## src/rtl/spi_seq_ctrl_if.sv

```systemverilog
// ---------------------------------------------------------------------------
// spi_seq_ctrl_if
// Bus bundle between the SPI frame sequencer and its three neighbours:
// the command RAM, the SPI shift engine and the result FIFO.
//
// Signals (direction seen from the sequencer, modport master):
//   cmd_addr   out  CNT_W    command RAM read address
//   cmd_data   in   FRAME_W  command RAM data, one cycle after cmd_addr
//   spi_start  out  1        one-cycle launch pulse to the SPI engine
//   spi_tx     out  FRAME_W  MOSI frame, stable from spi_start to spi_done
//   spi_done   in   1        one-cycle frame-complete pulse
//   spi_rx     in   FRAME_W  MISO frame, valid with spi_done
//   fifo_din   out  32       {zero pad, frame index, spi_rx}
//   fifo_wr_en out  1        one-cycle FIFO write strobe
//   fifo_full  in   1        FIFO backpressure
// The slave modport is the mirror image, for the RAM/SPI/FIFO side.
// ---------------------------------------------------------------------------
interface spi_seq_ctrl_if #(
   parameter int FRAME_W = 16,
   parameter int CNT_W   = 6
);
   logic [CNT_W-1:0]   cmd_addr;
   logic [FRAME_W-1:0] cmd_data;
   logic               spi_start;
   logic [FRAME_W-1:0] spi_tx;
   logic               spi_done;
   logic [FRAME_W-1:0] spi_rx;
   logic [31:0]        fifo_din;
   logic               fifo_wr_en;
   logic               fifo_full;

   modport master (
      output cmd_addr, spi_start, spi_tx, fifo_din, fifo_wr_en,
      input  cmd_data, spi_done, spi_rx, fifo_full
   );

   modport slave (
      input  cmd_addr, spi_start, spi_tx, fifo_din, fifo_wr_en,
      output cmd_data, spi_done, spi_rx, fifo_full
   );
endinterface

```

## src/rtl/spi_seq_ctrl.sv

```systemverilog
// ---------------------------------------------------------------------------
// spi_seq_ctrl
// Runs a sequence of num_frames SPI transfers: for each frame it reads a
// command word from the command RAM, launches the SPI engine with it, waits
// for the reply and pushes {index, reply} into the result FIFO, then idles
// GAP_CYCLES cycles (chip-select high time) before the next frame.
//
// Ports:
//   clk, reset_n     clock, asynchronous active-low reset
//   start_trig       one-cycle start pulse (ignored while busy or aborting)
//   abort            level, returns to IDLE at the next edge
//   num_frames       frames per sequence, sampled on an accepted start
//   bus              spi_seq_ctrl_if.master (command RAM, SPI engine, FIFO)
//   busy             high in every state except IDLE
//   done             sticky sequence-complete flag
//   frame_cnt        frames stored in the current sequence
//   timeout_err      sticky SPI watchdog error
//
// Optional feature: define SPI_SEQ_TIMEOUT_EN to enable the spi_done
// watchdog (TIMEOUT_CYCLES cycles in XFER). Without it XFER waits forever
// and timeout_err is constant 0.
// ---------------------------------------------------------------------------
module spi_seq_ctrl #(
   parameter int FRAME_W        = 16,
   parameter int CNT_W          = 6,
   parameter int GAP_CYCLES     = 4,
   parameter int TIMEOUT_CYCLES = 1024
) (
   input  logic              clk,
   input  logic              reset_n,
   input  logic              start_trig,
   input  logic              abort,
   input  logic [CNT_W-1:0]  num_frames,
   spi_seq_ctrl_if.master    bus,
   output logic              busy,
   output logic              done,
   output logic [CNT_W-1:0]  frame_cnt,
   output logic              timeout_err
);

   localparam int GAP_W = (GAP_CYCLES > 1) ? $clog2(GAP_CYCLES) : 1;
   localparam logic [GAP_W-1:0] GAP_LAST = GAP_W'(GAP_CYCLES - 1);
   localparam logic [CNT_W-1:0] CNT_ONE  = CNT_W'(1);

   typedef enum logic [2:0] {
      IDLE,
      FETCH,
      WAIT_DATA,
      LAUNCH,
      XFER,
      STORE,
      GAP
   } state_t;

   state_t             state;
   logic [CNT_W-1:0]   nf_lat;
   logic [GAP_W-1:0]   gap_cnt;
   logic               spi_start_q;
   logic [FRAME_W-1:0] spi_tx_q;
   logic [31:0]        fifo_din_q;
   logic               fifo_wr_en_q;

`ifdef SPI_SEQ_TIMEOUT_EN
   localparam int WD_W = $clog2(TIMEOUT_CYCLES + 1);
   localparam logic [WD_W-1:0] WD_LAST = WD_W'(TIMEOUT_CYCLES - 1);
   logic [WD_W-1:0] wdog;
   logic            timeout_q;
   assign timeout_err = timeout_q;
`else
   assign timeout_err = 1'b0;
`endif

   // Right-aligned FIFO word: reply in the low FRAME_W bits, frame index
   // directly above it, zeros on top.
   function automatic logic [31:0] pack_din(input logic [CNT_W-1:0]   idx,
                                            input logic [FRAME_W-1:0] rx);
      logic [31:0] w;
      w = 32'(rx);
      w = w | (32'(idx) << FRAME_W);
      return w;
   endfunction

   // The address tracks frame_cnt in every state, so it is already valid
   // during FETCH and the synchronous RAM output is ready in WAIT_DATA.
   assign bus.cmd_addr   = frame_cnt;
   assign bus.spi_start  = spi_start_q;
   assign bus.spi_tx     = spi_tx_q;
   assign bus.fifo_din   = fifo_din_q;
   assign bus.fifo_wr_en = fifo_wr_en_q;

   always_ff @(posedge clk or negedge reset_n) begin
      if (!reset_n) begin
         state        <= IDLE;
         nf_lat       <= '0;
         gap_cnt      <= '0;
         frame_cnt    <= '0;
         busy         <= 1'b0;
         done         <= 1'b0;
         spi_start_q  <= 1'b0;
         spi_tx_q     <= '0;
         fifo_din_q   <= '0;
         fifo_wr_en_q <= 1'b0;
`ifdef SPI_SEQ_TIMEOUT_EN
         wdog         <= '0;
         timeout_q    <= 1'b0;
`endif
      end else begin
         // Strobes are single-cycle unless re-armed below.
         spi_start_q  <= 1'b0;
         fifo_wr_en_q <= 1'b0;

         if (abort) begin
            // Abort beats everything, including a start in IDLE; counters
            // and flags are left as they are.
            state <= IDLE;
            busy  <= 1'b0;
         end else begin
            case (state)
               IDLE: begin
                  if (start_trig) begin
                     nf_lat    <= num_frames;
                     frame_cnt <= '0;
`ifdef SPI_SEQ_TIMEOUT_EN
                     timeout_q <= 1'b0;
`endif
                     // An empty sequence completes immediately.
                     done <= (num_frames == '0);
                     if (num_frames != '0) begin
                        state <= FETCH;
                        busy  <= 1'b1;
                     end
                  end
               end

               FETCH: state <= WAIT_DATA;

               WAIT_DATA: begin
                  spi_tx_q    <= bus.cmd_data;
                  spi_start_q <= 1'b1;
                  state       <= LAUNCH;
               end

               LAUNCH: begin
`ifdef SPI_SEQ_TIMEOUT_EN
                  wdog <= '0;
`endif
                  state <= XFER;
               end

               XFER: begin
                  if (bus.spi_done) begin
                     fifo_din_q <= pack_din(frame_cnt, bus.spi_rx);
                     state      <= STORE;
                  end
`ifdef SPI_SEQ_TIMEOUT_EN
                  else if (wdog == WD_LAST) begin
                     timeout_q <= 1'b1;
                     busy      <= 1'b0;
                     state     <= IDLE;
                  end else begin
                     wdog <= wdog + WD_W'(1);
                  end
`endif
               end

               STORE: begin
                  // Hold the captured word until the FIFO has room.
                  if (!bus.fifo_full) begin
                     fifo_wr_en_q <= 1'b1;
                     frame_cnt    <= frame_cnt + CNT_ONE;
                     if ((frame_cnt + CNT_ONE) == nf_lat) begin
                        state <= IDLE;
                        busy  <= 1'b0;
                        done  <= 1'b1;
                     end else begin
                        gap_cnt <= '0;
                        state   <= GAP;
                     end
                  end
               end

               GAP: begin
                  if (gap_cnt == GAP_LAST) begin
                     state <= FETCH;
                  end else begin
                     gap_cnt <= gap_cnt + GAP_W'(1);
                  end
               end

               default: begin
                  state <= IDLE;
                  busy  <= 1'b0;
               end
            endcase
         end
      end
   end

endmodule

```

## src/flat_wrapper.sv

```systemverilog
// flat-port wrapper written by rule: the top's interface ports become plain ports
module spi_seq_ctrl_flat 
#(
   parameter int FRAME_W        = 16,
   parameter int CNT_W          = 6,
   parameter int GAP_CYCLES     = 4,
   parameter int TIMEOUT_CYCLES = 1024
)
  (clk, reset_n, start_trig, abort, num_frames, busy, done, frame_cnt, timeout_err, bus_cmd_addr, bus_spi_start, bus_spi_tx, bus_fifo_din, bus_fifo_wr_en, bus_cmd_data, bus_spi_done, bus_spi_rx, bus_fifo_full);
  spi_seq_ctrl_if #(.FRAME_W(FRAME_W), .CNT_W(CNT_W)) bus_i ();
  input  logic clk;
  input  logic reset_n;
  input  logic start_trig;
  input  logic abort;
  input  logic [CNT_W-1:0] num_frames;
  output logic busy;
  output logic done;
  output logic [CNT_W-1:0] frame_cnt;
  output logic timeout_err;
  output wire logic [$bits(bus_i.cmd_addr)-1:0] bus_cmd_addr;
  output wire logic [$bits(bus_i.spi_start)-1:0] bus_spi_start;
  output wire logic [$bits(bus_i.spi_tx)-1:0] bus_spi_tx;
  output wire logic [$bits(bus_i.fifo_din)-1:0] bus_fifo_din;
  output wire logic [$bits(bus_i.fifo_wr_en)-1:0] bus_fifo_wr_en;
  input wire logic [$bits(bus_i.cmd_data)-1:0] bus_cmd_data;
  input wire logic [$bits(bus_i.spi_done)-1:0] bus_spi_done;
  input wire logic [$bits(bus_i.spi_rx)-1:0] bus_spi_rx;
  input wire logic [$bits(bus_i.fifo_full)-1:0] bus_fifo_full;
  assign bus_cmd_addr = bus_i.cmd_addr;
  assign bus_spi_start = bus_i.spi_start;
  assign bus_spi_tx = bus_i.spi_tx;
  assign bus_fifo_din = bus_i.fifo_din;
  assign bus_fifo_wr_en = bus_i.fifo_wr_en;
  assign bus_i.cmd_data = bus_cmd_data;
  assign bus_i.spi_done = bus_spi_done;
  assign bus_i.spi_rx = bus_spi_rx;
  assign bus_i.fifo_full = bus_fifo_full;
  spi_seq_ctrl #(.FRAME_W(FRAME_W), .CNT_W(CNT_W), .GAP_CYCLES(GAP_CYCLES), .TIMEOUT_CYCLES(TIMEOUT_CYCLES)) u_core (.clk(clk), .reset_n(reset_n), .start_trig(start_trig), .abort(abort), .num_frames(num_frames), .bus(bus_i), .busy(busy), .done(done), .frame_cnt(frame_cnt), .timeout_err(timeout_err));
endmodule
```

## config.mk

```make
export PLATFORM = sky130hd
export DESIGN_NAME = spi_seq_ctrl_flat
export DESIGN_NICKNAME = d
export VERILOG_FILES = /design/src/rtl/spi_seq_ctrl_if.sv /design/src/rtl/spi_seq_ctrl.sv /design/src/flat_wrapper.sv
export SDC_FILE = /design/constraint.sdc
export NUM_CORES = 1
export LEC_CHECK = 0
export BUFFER_PORTS_ARGS = -buffer_cell sky130_fd_sc_hd__buf_2
export CORE_MARGIN = 4
export CORE_UTILIZATION = 25
export CTS_BUF_LIST = sky130_fd_sc_hd__clkbuf_16
export CTS_CLUSTER_SIZE = 28
export DETAILED_ROUTE_END_ITERATION = 10
export PLACE_DENSITY = 0.59
export REMOVE_ABC_BUFFERS = 1
export SLEW_MARGIN = 20
export SYNTH_ARGS = -nofsm -noshare
export SYNTH_HDL_FRONTEND = slang
export SYNTH_SLANG_ARGS = --single-unit
```

## constraint.sdc

```tcl
create_clock -name clk -period 1.9 [get_ports clk]
set_input_delay 0.19 -clock clk [delete_from_list [all_inputs] [get_ports clk]]
set_output_delay 0.19 -clock clk [all_outputs]
set_load 0.02 [all_outputs]
```

==> results of run 1 <==
==> power breakdown <==
group	total (mW)	internal, mW	leakage, nW	switching, mW
clock	1.44	0.872	0.121	0.565
combinational	1.82	0.828	0.959	0.995
sequential	1.97	1.70	0.755	0.272
==> logic make-up (layout without fill, tap and decap cells) <==
group,count (synthesis),count (layout),share of synthesized area
flip-flops,59,59,0.5463
multiplexers,46,46,0.1931
AND/OR/NAND/NOR,40,40,0.07686
buffers and inverters,28,128,0.06527
AO/OA/AOI/OAI,27,27,0.07546
XOR/XNOR,10,10,0.03241
adder cells (fa/ha/maj),2,2,0.009258
other,1,11,0.001388
==> cell usage after synthesis (3+ instances only) <==
cell type / number / area share
o21ai_0: 6 / 0.011
dfrtp_1: 59 / 0.55
nand2_1: 10 / 0.014
buf_2: 6 / 0.011
and3_1: 3 / 0.0069
mux2_2: 45 / 0.19
xnor2_1: 4 / 0.013
buf_4: 17 / 0.047
nor3_1: 3 / 0.0056
inv_1: 4 / 0.0056
a31oi_1: 3 / 0.0069
xor2_1: 6 / 0.019
nand3_1: 8 / 0.015
nor2_1: 6 / 0.0083
==> cell type report <==
cell class              count  area (um2)  area share
flip-flops and latches     59        1478      0.4049
clock buffers               9       225.2     0.06171
multi-input cells         136        1107      0.3034
inverters                   4       15.01    0.004114
clock inverters             7       46.29     0.01268
well taps                 136       170.2     0.04662
repair buffers            108       608.1      0.1666
==> metal layers <==
metal	routed length [um]	share of wire	track usage
met5	0	0	0
met4	60	0.0099	0.02885
met3	610	0.10	0.05054
met2	2951	0.49	0.1675
met1	2435	0.40	0.1208
==> state kept, by name, indices dropped and copies added, names as in the netlist <==
name,count
u_core.bus.cmd_addr,6
u_core.done,1
u_core.bus.spi_start,1
u_core.nf_lat,6
u_core.state,3
u_core.bus.fifo_din,22
u_core.busy,1
u_core.bus.spi_tx,16
u_core.bus.fifo_wr_en,1
u_core.gap_cnt,2
==> worst max-delay path by stage <==
stage | startpoint | end | slack, ps
floorplan | u_core.bus.cmd_addr[0] | u_core.state[2] | -110
global placement | u_core.bus.cmd_addr[3] | u_core.state[2] | 110
detailed placement | u_core.bus.cmd_addr[3] | u_core.gap_cnt[1] | 70
CTS | u_core.bus.cmd_addr[3] | u_core.state[2] | 60
global route | u_core.bus.cmd_addr[4] | u_core.gap_cnt[1] | 20
finish | u_core.bus.cmd_addr[4] | u_core.state[2] | 170
==> repair_timing <==
item | 4_1_cts | 5_1_grt
endpoints found under the setup margin | 0 | 6
resized for setup | 0 | 4
hold buffers | 1 | 0
endpoints found under the hold margin | 59 | 0
==> stage by stage <==
stage / cell area [um2] / utilization
final: 3650 / 0.3504
after global placement: 3347 / 0.3213
after detailed placement: 3347 / 0.3213
after global routing: 3650 / 0.3504
after floorplan: 2579 / -
after CTS: 3628 / 0.3483
==> flow_metrics.env, run 1 <==
export IMPL_portBuffers=97
export IMPL_clock_sinks=59
export IMPL_clock_latency_ps=320
export IMPL_tns_ps=0
export IMPL_p_leak_nw=1.835
export IMPL_rows=37
export IMPL_initial_utilization=0.2595
export IMPL_die_y_um=112.0
export IMPL_final_cells=459
export IMPL_ys_ff_latch=59
export IMPL_detailed_place_hpwl_um=4541
export IMPL_core_area_mm2=0.01042
export IMPL_status="complete, no violations"
export IMPL_final_setup_viol_count=0
export IMPL_fmax_ghz=0.5779
export IMPL_powerDensity_mw_per_mm2=1434
export IMPL_antenna_left=0
export IMPL_path_class="reg -> reg"
export IMPL_grt_max_degree=60
export IMPL_fin_skew_ps=6.123
export IMPL_reg2reg_slack_ps=170
export IMPL_max_stage_delay_ps=400
export IMPL_end_kind="flip-flop"
export IMPL_path_depth=5
export IMPL_n_antenna_cell=0
export IMPL_grt_pass1_vias=2063
export IMPL_antenna_found_initial=0
export IMPL_fp_dieW_um=112.0
export IMPL_detail_route_iter0_violations=67
export IMPL_fin_nets=364
export IMPL_detailedPlace_worstSlack_ps=74.27
export IMPL_irDropWorstVdd_mv=0.6136
export IMPL_hold_path_depth=2
export IMPL_clk_pin_slew_ps=50
export IMPL_drt_first_pass_iters=4
export IMPL_synth_seq_area_share=0.5463
export IMPL_p_total_mw=5.234
export IMPL_crit_buf_inv=0
export IMPL_ioPinCount=109
export IMPL_overflow=0
export IMPL_slowest_stage="dfrtp_1"
export IMPL_max_cap_viol_count=0
export IMPL_netlist_area_mm2=0.002703
export IMPL_cts_buffer_depth=2
export IMPL_drt_wl_total_um=6058
export IMPL_grt_pass1_wl_um=10330
export IMPL_synthArstFlopShare=1.000
export IMPL_place_inst=442
export IMPL_rr_endpoint="u_core.state[2]"
export IMPL_grt_setup_unrepaired="no"
export IMPL_cts_max_level=3
export IMPL_worstPathCellList="xor2_2, mux2_4, o32ai_2, a41oi_1, a311o_1"
export IMPL_drive_gt1_frac=0.5480
export IMPL_cts_made_buffers=9
export IMPL_arrival_ps=1940
export IMPL_hold_viol_final=0
export IMPL_cts_root_buf="clkbuf_16"
export IMPL_crit_family="compound AO/OA/AOI/OAI gates"
export IMPL_detail_route_vias_per_cell=4.386
export IMPL_vias=2013
export IMPL_cts_tree="done"
export IMPL_start_kind="flip-flop"
export IMPL_report_final_slew_viol_count=0
export IMPL_area_delta_synth_final_pct=35.05
export IMPL_mostFrequentLayoutCells="buf_2, dfrtp_1, mux2_2"
export IMPL_post_cts_buffers=0
export IMPL_r2r_cells=5
export IMPL_nFillCells=1061
export IMPL_synthCells=213
export IMPL_min_to="u_core.bus.spi_tx[11]"
export IMPL_min_from="bus_cmd_data[11]"
export IMPL_synth_cell_types=40
export IMPL_layout_setup_ws_ps=169.5
export IMPL_postSynthAreaPerCell_um2=12.69
export IMPL_critPathRequiredTime_ps=2110
export IMPL_yosys_warnings=0
export IMPL_hp_class="in -> reg"
export IMPL_min_period_over_period=0.9108
export IMPL_crit_fanout=3
export IMPL_synth_edf_count=0
export IMPL_drc=0
export IMPL_post_route_min_period_ps=1730
export IMPL_yosys_most_used_dff="dfrtp_1"
export IMPL_final_common_cell="buf_2"
export IMPL_die_area_mm2=0.01254
export IMPL_wl_per_cell_um=13.20
export IMPL_reg2reg_from="u_core.bus.cmd_addr[4]"
export IMPL_gp_congestion=0.7966
export IMPL_hold_ws_ps=94.45
export IMPL_grt_usage=0.1028
Note: power is estimated with default switching activity, not from simulation.
==> run 2: changes to the inputs <==
--- a/config.mk
+++ b/config.mk
@@ -5,13 +5,14 @@
 export SDC_FILE = /design/constraint.sdc
 export NUM_CORES = 1
 export LEC_CHECK = 0
+export ABC_AREA = 1
 export BUFFER_PORTS_ARGS = -buffer_cell sky130_fd_sc_hd__buf_2
 export CORE_MARGIN = 4
 export CORE_UTILIZATION = 25
 export CTS_BUF_LIST = sky130_fd_sc_hd__clkbuf_16
 export CTS_CLUSTER_SIZE = 28
 export DETAILED_ROUTE_END_ITERATION = 10
-export PLACE_DENSITY = 0.59
+export PLACE_DENSITY = 0.58
 export REMOVE_ABC_BUFFERS = 1
 export SLEW_MARGIN = 20
 export SYNTH_ARGS = -nofsm -noshare
==> flow_metrics.env, run 2 <==
export IMPL_irDropWorstVdd_mv=0.6172
export IMPL_reg2reg_from="u_core.bus.cmd_addr[1]"
export IMPL_synth_edf_count=0
export IMPL_die_area_mm2=0.01341
export IMPL_postSynthAreaPerCell_um2=8.854
export IMPL_grt_pass1_vias=2343
export IMPL_synthCells=328
export IMPL_antenna_found_initial=0
export IMPL_tns_ps=0
export IMPL_n_antenna_cell=0
export IMPL_antenna_left=0
export IMPL_fmax_ghz=0.5826
export IMPL_drc=0
export IMPL_fp_dieW_um=115.8
export IMPL_min_to="u_core.bus.spi_tx[0]"
export IMPL_powerDensity_mw_per_mm2=1247
export IMPL_start_kind="flip-flop"
export IMPL_status="complete, no violations"
export IMPL_final_common_cell="nand2_1"
export IMPL_clk_pin_slew_ps=60
export IMPL_reg2reg_slack_ps=180
export IMPL_die_y_um=115.8
export IMPL_sequential_cell_area_mm2=0.001478
export IMPL_hold_viol_final=0
export IMPL_layout_setup_ws_ps=183.5
export IMPL_grt_setup_unrepaired="no"
export IMPL_drive_gt1_frac=0.3464
export IMPL_drt_first_pass_iters=4
export IMPL_synth_fa_ha_area_frac=0.008617
export IMPL_wl_per_cell_um=12.51
export IMPL_final_setup_viol_count=0
export IMPL_portBuffers=97
export IMPL_place_inst=558
export IMPL_yosys_top_cells_area="dfrtp_1, nand2_1, buf_4"
export IMPL_synth_xor_area_frac=0
export IMPL_max_cap_viol_count=0
export IMPL_core_area_mm2=0.01142
export IMPL_final_cells=576
export IMPL_cts_buffer_depth=2
export IMPL_fin_nets=474
export IMPL_yosys_warnings=0
export IMPL_detail_route_vias_per_cell=4.241
export IMPL_relSlewSlack=0.6579
export IMPL_drt_wl_total_um=7203
export IMPL_postLayoutCoreUtil=0.3321
export IMPL_post_route_min_period_ps=1716
export IMPL_arrival_ps=1920
export IMPL_synth_compound_area_frac=0.05515
export IMPL_rr_endpoint="u_core.state[1]"
export IMPL_end_kind="flip-flop"
export IMPL_vias=2443
export IMPL_fin_skew_ps=8.377
export IMPL_path_class="reg -> reg"
export IMPL_grt_usage=0.1085
export IMPL_r2r_cells=12
export IMPL_overflow=0
export IMPL_min_from="bus_cmd_data[0]"
export IMPL_area_delta_synth_final_pct=30.59
export IMPL_largest_reg_flops=22
export IMPL_yosys_area_top_type_share=0.5084
export IMPL_p_leak_nw=2.127
export IMPL_gp_congestion=0.8205
export IMPL_synth_common_cells="nand2_1, dfrtp_1, inv_1, nand3_1, nor2_1"
export IMPL_detailed_place_hpwl_um=5429
export IMPL_report_final_slew_viol_count=0
export IMPL_ys_ff_latch=59
export IMPL_initial_utilization=0.2543
export IMPL_synthArstFlopShare=1.000
export IMPL_grt_max_degree=40
export IMPL_netlist_area_mm2=0.002904
export IMPL_rows=39
export IMPL_min_period_over_period=0.9034
export IMPL_cts_max_level=3
export IMPL_detailedPlace_worstSlack_ps=140.1
export IMPL_detail_route_iter0_violations=101
export IMPL_critPathRequiredTime_ps=2110
export IMPL_nFillCells=1213
export IMPL_crit_fanout=6
export IMPL_synth_top_family_by_area="simple AND/OR/NAND/NOR gates"
export IMPL_muxShareOfSynthArea=0.07626
export IMPL_cts_made_buffers=9
export IMPL_hold_ws_ps=69.63
export IMPL_cts_root_buf="clkbuf_16"
export IMPL_final_area_mm2=0.003792
export IMPL_tightest_slew_ps=513.1
export IMPL_synthSimpleGateAreaFrac=0.2525
export IMPL_grt_pass1_wl_um=11440
export IMPL_clock_latency_ps=320
export IMPL_ioPinCount=109
export IMPL_p_total_mw=4.729
export IMPL_dpl_cell_area_mm2=0.003481
export IMPL_multi_input_area_mm2=0.001186
export IMPL_yosysTopAreaCell="dfrtp_1"
export IMPL_synth_seq_area_share=0.5084
export IMPL_yosys_most_used_dff="dfrtp_1"
export IMPL_hp_class="in -> reg"
export IMPL_cts_tree="done"
export IMPL_synth_most_common_cell="nand2_1"
export IMPL_mostFrequentLayoutCells="nand2_1, buf_2, dfrtp_1"
export IMPL_synth_cell_types=30
export IMPL_hold_path_depth=3
export IMPL_clock_sinks=59
[run 2: cell count changes in the layout (fill, tap and decap cells not counted), sizes merged, moves of 10 or more]
| cell | before | now |
|---|---|---|
| o21ai | 7 | 17 |
| inv | 5 | 34 |
| nor2 | 6 | 23 |
| nand3 | 8 | 22 |
| mux2 | 46 | 17 |
| nand2 | 10 | 114 |
[run 2: layout make-up]
type                       instances  area share
clock buffer                       9     0.05939
clock inverter                     7     0.01650
inverter                          31     0.03068
multi-input combinational        224      0.3128
sequential                        59      0.3896
tap                              143     0.04718
timing repair buffer             103      0.1438
[run 2: repair_timing]
item                                    4_1_cts  5_1_grt
hold buffers                                  1        0
endpoints found under the hold margin        20        0
endpoints found under the setup margin        0        3
buffers inserted                              0        1
gates resized for setup                       0        3
[run 2: kinds of logic after synthesis]
| logic type | after synthesis |
|---|---|
| AND/OR/NAND/NOR | 168 |
| buffers and inverters | 55 |
| other | 1 |
| multiplexers | 17 |
| adder cells (fa/ha/maj) | 2 |
| flip-flops | 59 |
| AO/OA/AOI/OAI | 26 |
[run 2: critical path, cell delays in order, from the launching register on]
cell	delay [ps]
dfrtp_2	430
ha_1	300
inv_1	50
nand2_1	50
nand2_1	60
nor2_2	110
nand3_1	80
nor2_1	90
nand3_1	120
nand2_2	130
nand2_1	70
nand2_1	60
nand2_1	50
[run 2: power breakdown]
| group | internal [mW] | switching, mW |
|---|---|---|
| registers | 1.60 | 0.188 |
| clock network | 0.999 | 0.556 |
| logic | 0.525 | 0.860 |
| total | 3.13 | 1.60 |
[run 2: how the worst max path moves through the flow]
stage	depth (start not counted)	to	from
CTS	12	u_core.state[1]	u_core.bus.cmd_addr[1]
finish	12	u_core.state[1]	u_core.bus.cmd_addr[1]
floorplan	12	u_core.done	u_core.bus.cmd_addr[1]
global route	9	u_core.state[1]	u_core.bus.cmd_addr[2]
global placement	12	u_core.done	u_core.bus.cmd_addr[1]
detailed placement	12	u_core.done	u_core.bus.cmd_addr[1]
[run 2: per-layer routing]
| metal | up-vias | global-route usage | wire length, um |
|---|---|---|---|
| li1 | 1216 | - | - |
| met1 | 1139 | 0.1382 | 3332 |
| met2 | 83 | 0.1753 | 3333 |
| met3 | 5 | 0.03499 | 469 |
| met4 | 0 | 0.03480 | 68 |
| met5 | - | 0 | 0 |
==> run 3: changes to the inputs <==
--- a/config.mk
+++ b/config.mk
@@ -7,6 +7,7 @@
 export LEC_CHECK = 0
 export ABC_AREA = 1
 export BUFFER_PORTS_ARGS = -buffer_cell sky130_fd_sc_hd__buf_2
+export CAP_MARGIN = 20
 export CORE_MARGIN = 4
 export CORE_UTILIZATION = 25
 export CTS_BUF_LIST = sky130_fd_sc_hd__clkbuf_16
==> constraint.sdc (replaced) <==
create_clock -name clk -period 1.6 [get_ports clk]
set_input_delay 0.16 -clock clk [delete_from_list [all_inputs] [get_ports clk]]
set_output_delay 0.16 -clock clk [all_outputs]
set_load 0.02 [all_outputs]
==> flow_metrics.env, run 3 (synthesized netlist as in run 2, its figures left out) <==
export IMPL_worstPathCellList="ha_4, inv_2, nand2_1, nand2_1, nor2_2, nand3_1, nor2_1, nand3_1, nand2_2, nand2_1, nand2_1, nand2_1"
export IMPL_drt_first_pass_iters=4
export IMPL_p_leak_nw=2.155
export IMPL_grt_usage=0.1070
export IMPL_tns_ps=0
export IMPL_max_cap_viol_count=0
export IMPL_p_total_mw=5.507
export IMPL_die_y_um=115.8
export IMPL_slowest_stage="dfrtp_1"
export IMPL_critPathRequiredTime_ps=1810
export IMPL_cts_max_level=3
export IMPL_fin_skew_ps=7.021
export IMPL_mostFrequentLayoutCells="nand2_1, buf_2, dfrtp_1"
export IMPL_cts_root_buf="clkbuf_16"
export IMPL_start_kind="flip-flop"
export IMPL_initial_utilization=0.2543
export IMPL_vias=2429
export IMPL_max_stage_delay_ps=410
export IMPL_detailed_place_hpwl_um=5417
export IMPL_antenna_left=0
export IMPL_path_class="reg -> reg"
export IMPL_status="complete, no violations"
export IMPL_largest_reg_flops=22
export IMPL_drive_gt1_frac=0.3801
export IMPL_clock_latency_ps=320
export IMPL_hp_class="in -> reg"
export IMPL_core_area_mm2=0.01142
export IMPL_report_final_slew_viol_count=0
export IMPL_area_delta_synth_final_pct=33.82
export IMPL_clock_sinks=59
export IMPL_powerDensity_mw_per_mm2=1417
export IMPL_min_period_over_period=0.9842
export IMPL_cts_buffer_depth=2
export IMPL_cts_made_buffers=9
export IMPL_crit_path_frequent_cell="nand2_1"
export IMPL_crit_family="simple AND/OR/NAND/NOR gates"
export IMPL_irDropWorstVdd_mv=0.7823
export IMPL_ioPinCount=109
export IMPL_post_route_min_period_ps=1575
export IMPL_end_kind="flip-flop"
export IMPL_detail_route_vias_per_cell=4.152
export IMPL_rows=39
export IMPL_drt_wl_total_um=7075
export IMPL_detail_route_iter0_violations=103
export IMPL_arrival_ps=1790
export IMPL_fin_nets=483
export IMPL_grt_max_degree=60
export IMPL_n_antenna_cell=0
export IMPL_grt_pass1_vias=2363
export IMPL_antenna_found_initial=0
export IMPL_grt_setup_unrepaired="yes"
export IMPL_crit_buf_inv=1
export IMPL_portBuffers=97
export IMPL_final_common_cell="nand2_1"
export IMPL_hold_viol_final=0
export IMPL_fmax_ghz=0.6350
export IMPL_wl_per_cell_um=12.09
export IMPL_drc=0
export IMPL_die_area_mm2=0.01341
export IMPL_clk_pin_slew_ps=60
export IMPL_fp_dieW_um=115.8
export IMPL_crit_fanout=4
export IMPL_gp_congestion=0.7821
export IMPL_grt_pass1_wl_um=11340
export IMPL_cts_tree="done"
export IMPL_final_setup_viol_count=0
export IMPL_overflow=0
## run 3: where the power goes
| part | switching, mW | internal [mW] |
|---|---|---|
| Clock | 0.676 | 1.04 |
| Combinational | 1.02 | 0.649 |
| Sequential | 0.220 | 1.90 |
| Total | 1.92 | 3.59 |
## run 3: through the flow
stage / cell area (um2) / hold WS (ps) / util / cells / setup slack (ps)
floorplan: 2774 / -135.6 / - / 314 / -220.3
global placement: 3541 / 194.1 / 0.3101 / 566 / 5.935
detailed placement: 3541 / 196.3 / 0.3101 / 566 / -79.17
CTS: 3827 / 27.65 / 0.3352 / 583 / 3.147
global route: 3886 / 36.83 / 0.3403 / 585 / -132.6
finish: 3886 / 43.33 / 0.3403 / 585 / 25.31
## run 3: path summary, 6_finish.rpt
path | start | to | slack [ps] | cells past startpoint
worst max-delay path | u_core.bus.cmd_addr[0] | u_core.done | 30 | 12
worst max register to register | u_core.bus.cmd_addr[0] | u_core.done | 30 | 12
max in group asynchronous | reset_n | u_core.bus.cmd_addr[2] | 930 | 3
worst min-delay path | bus_cmd_data[13] | u_core.bus.spi_tx[13] | 40 | 3
min in group asynchronous | reset_n | u_core.bus.spi_tx[15] | 390 | 3
worst min register to register | u_core.bus.spi_tx[14] | u_core.bus.spi_tx[14] | 460 | 2
## run 3: worst register-to-register path: cells and delay by family (launching register included)
| family | cells | cell delay, ps |
|---|---|---|
| flops | 1 | 410 |
| buf+inv | 1 | 30 |
| simple gates | 10 | 730 |
| fa+ha+maj | 1 | 280 |
## run 3: layout make-up
type                       instances  area, um2
clock buffer                       9      225.2
clock inverter                     7      45.04
fill                            1200       7532
inverter                          31      116.4
multi-input combinational        224       1217
sequential                        59       1478
tap                              143      178.9
timing repair buffer             112      625.6
## run 3: per-layer routing
metal,vias to the layer above,GRT usage,share of wire
met5,-,0,0
met4,0,0.03171,0.011
met3,9,0.03394,0.079
met2,89,0.1703,0.46
met1,1092,0.1399,0.45
li1,1239,-,-
## run 3: repair_timing
action	CTS	global route
pin swaps	0	1
buffers inserted	0	2
resized for setup	3	8
endpoints found under the setup margin	6	33
hold buffers	1	0
endpoints found under the hold margin	59	0
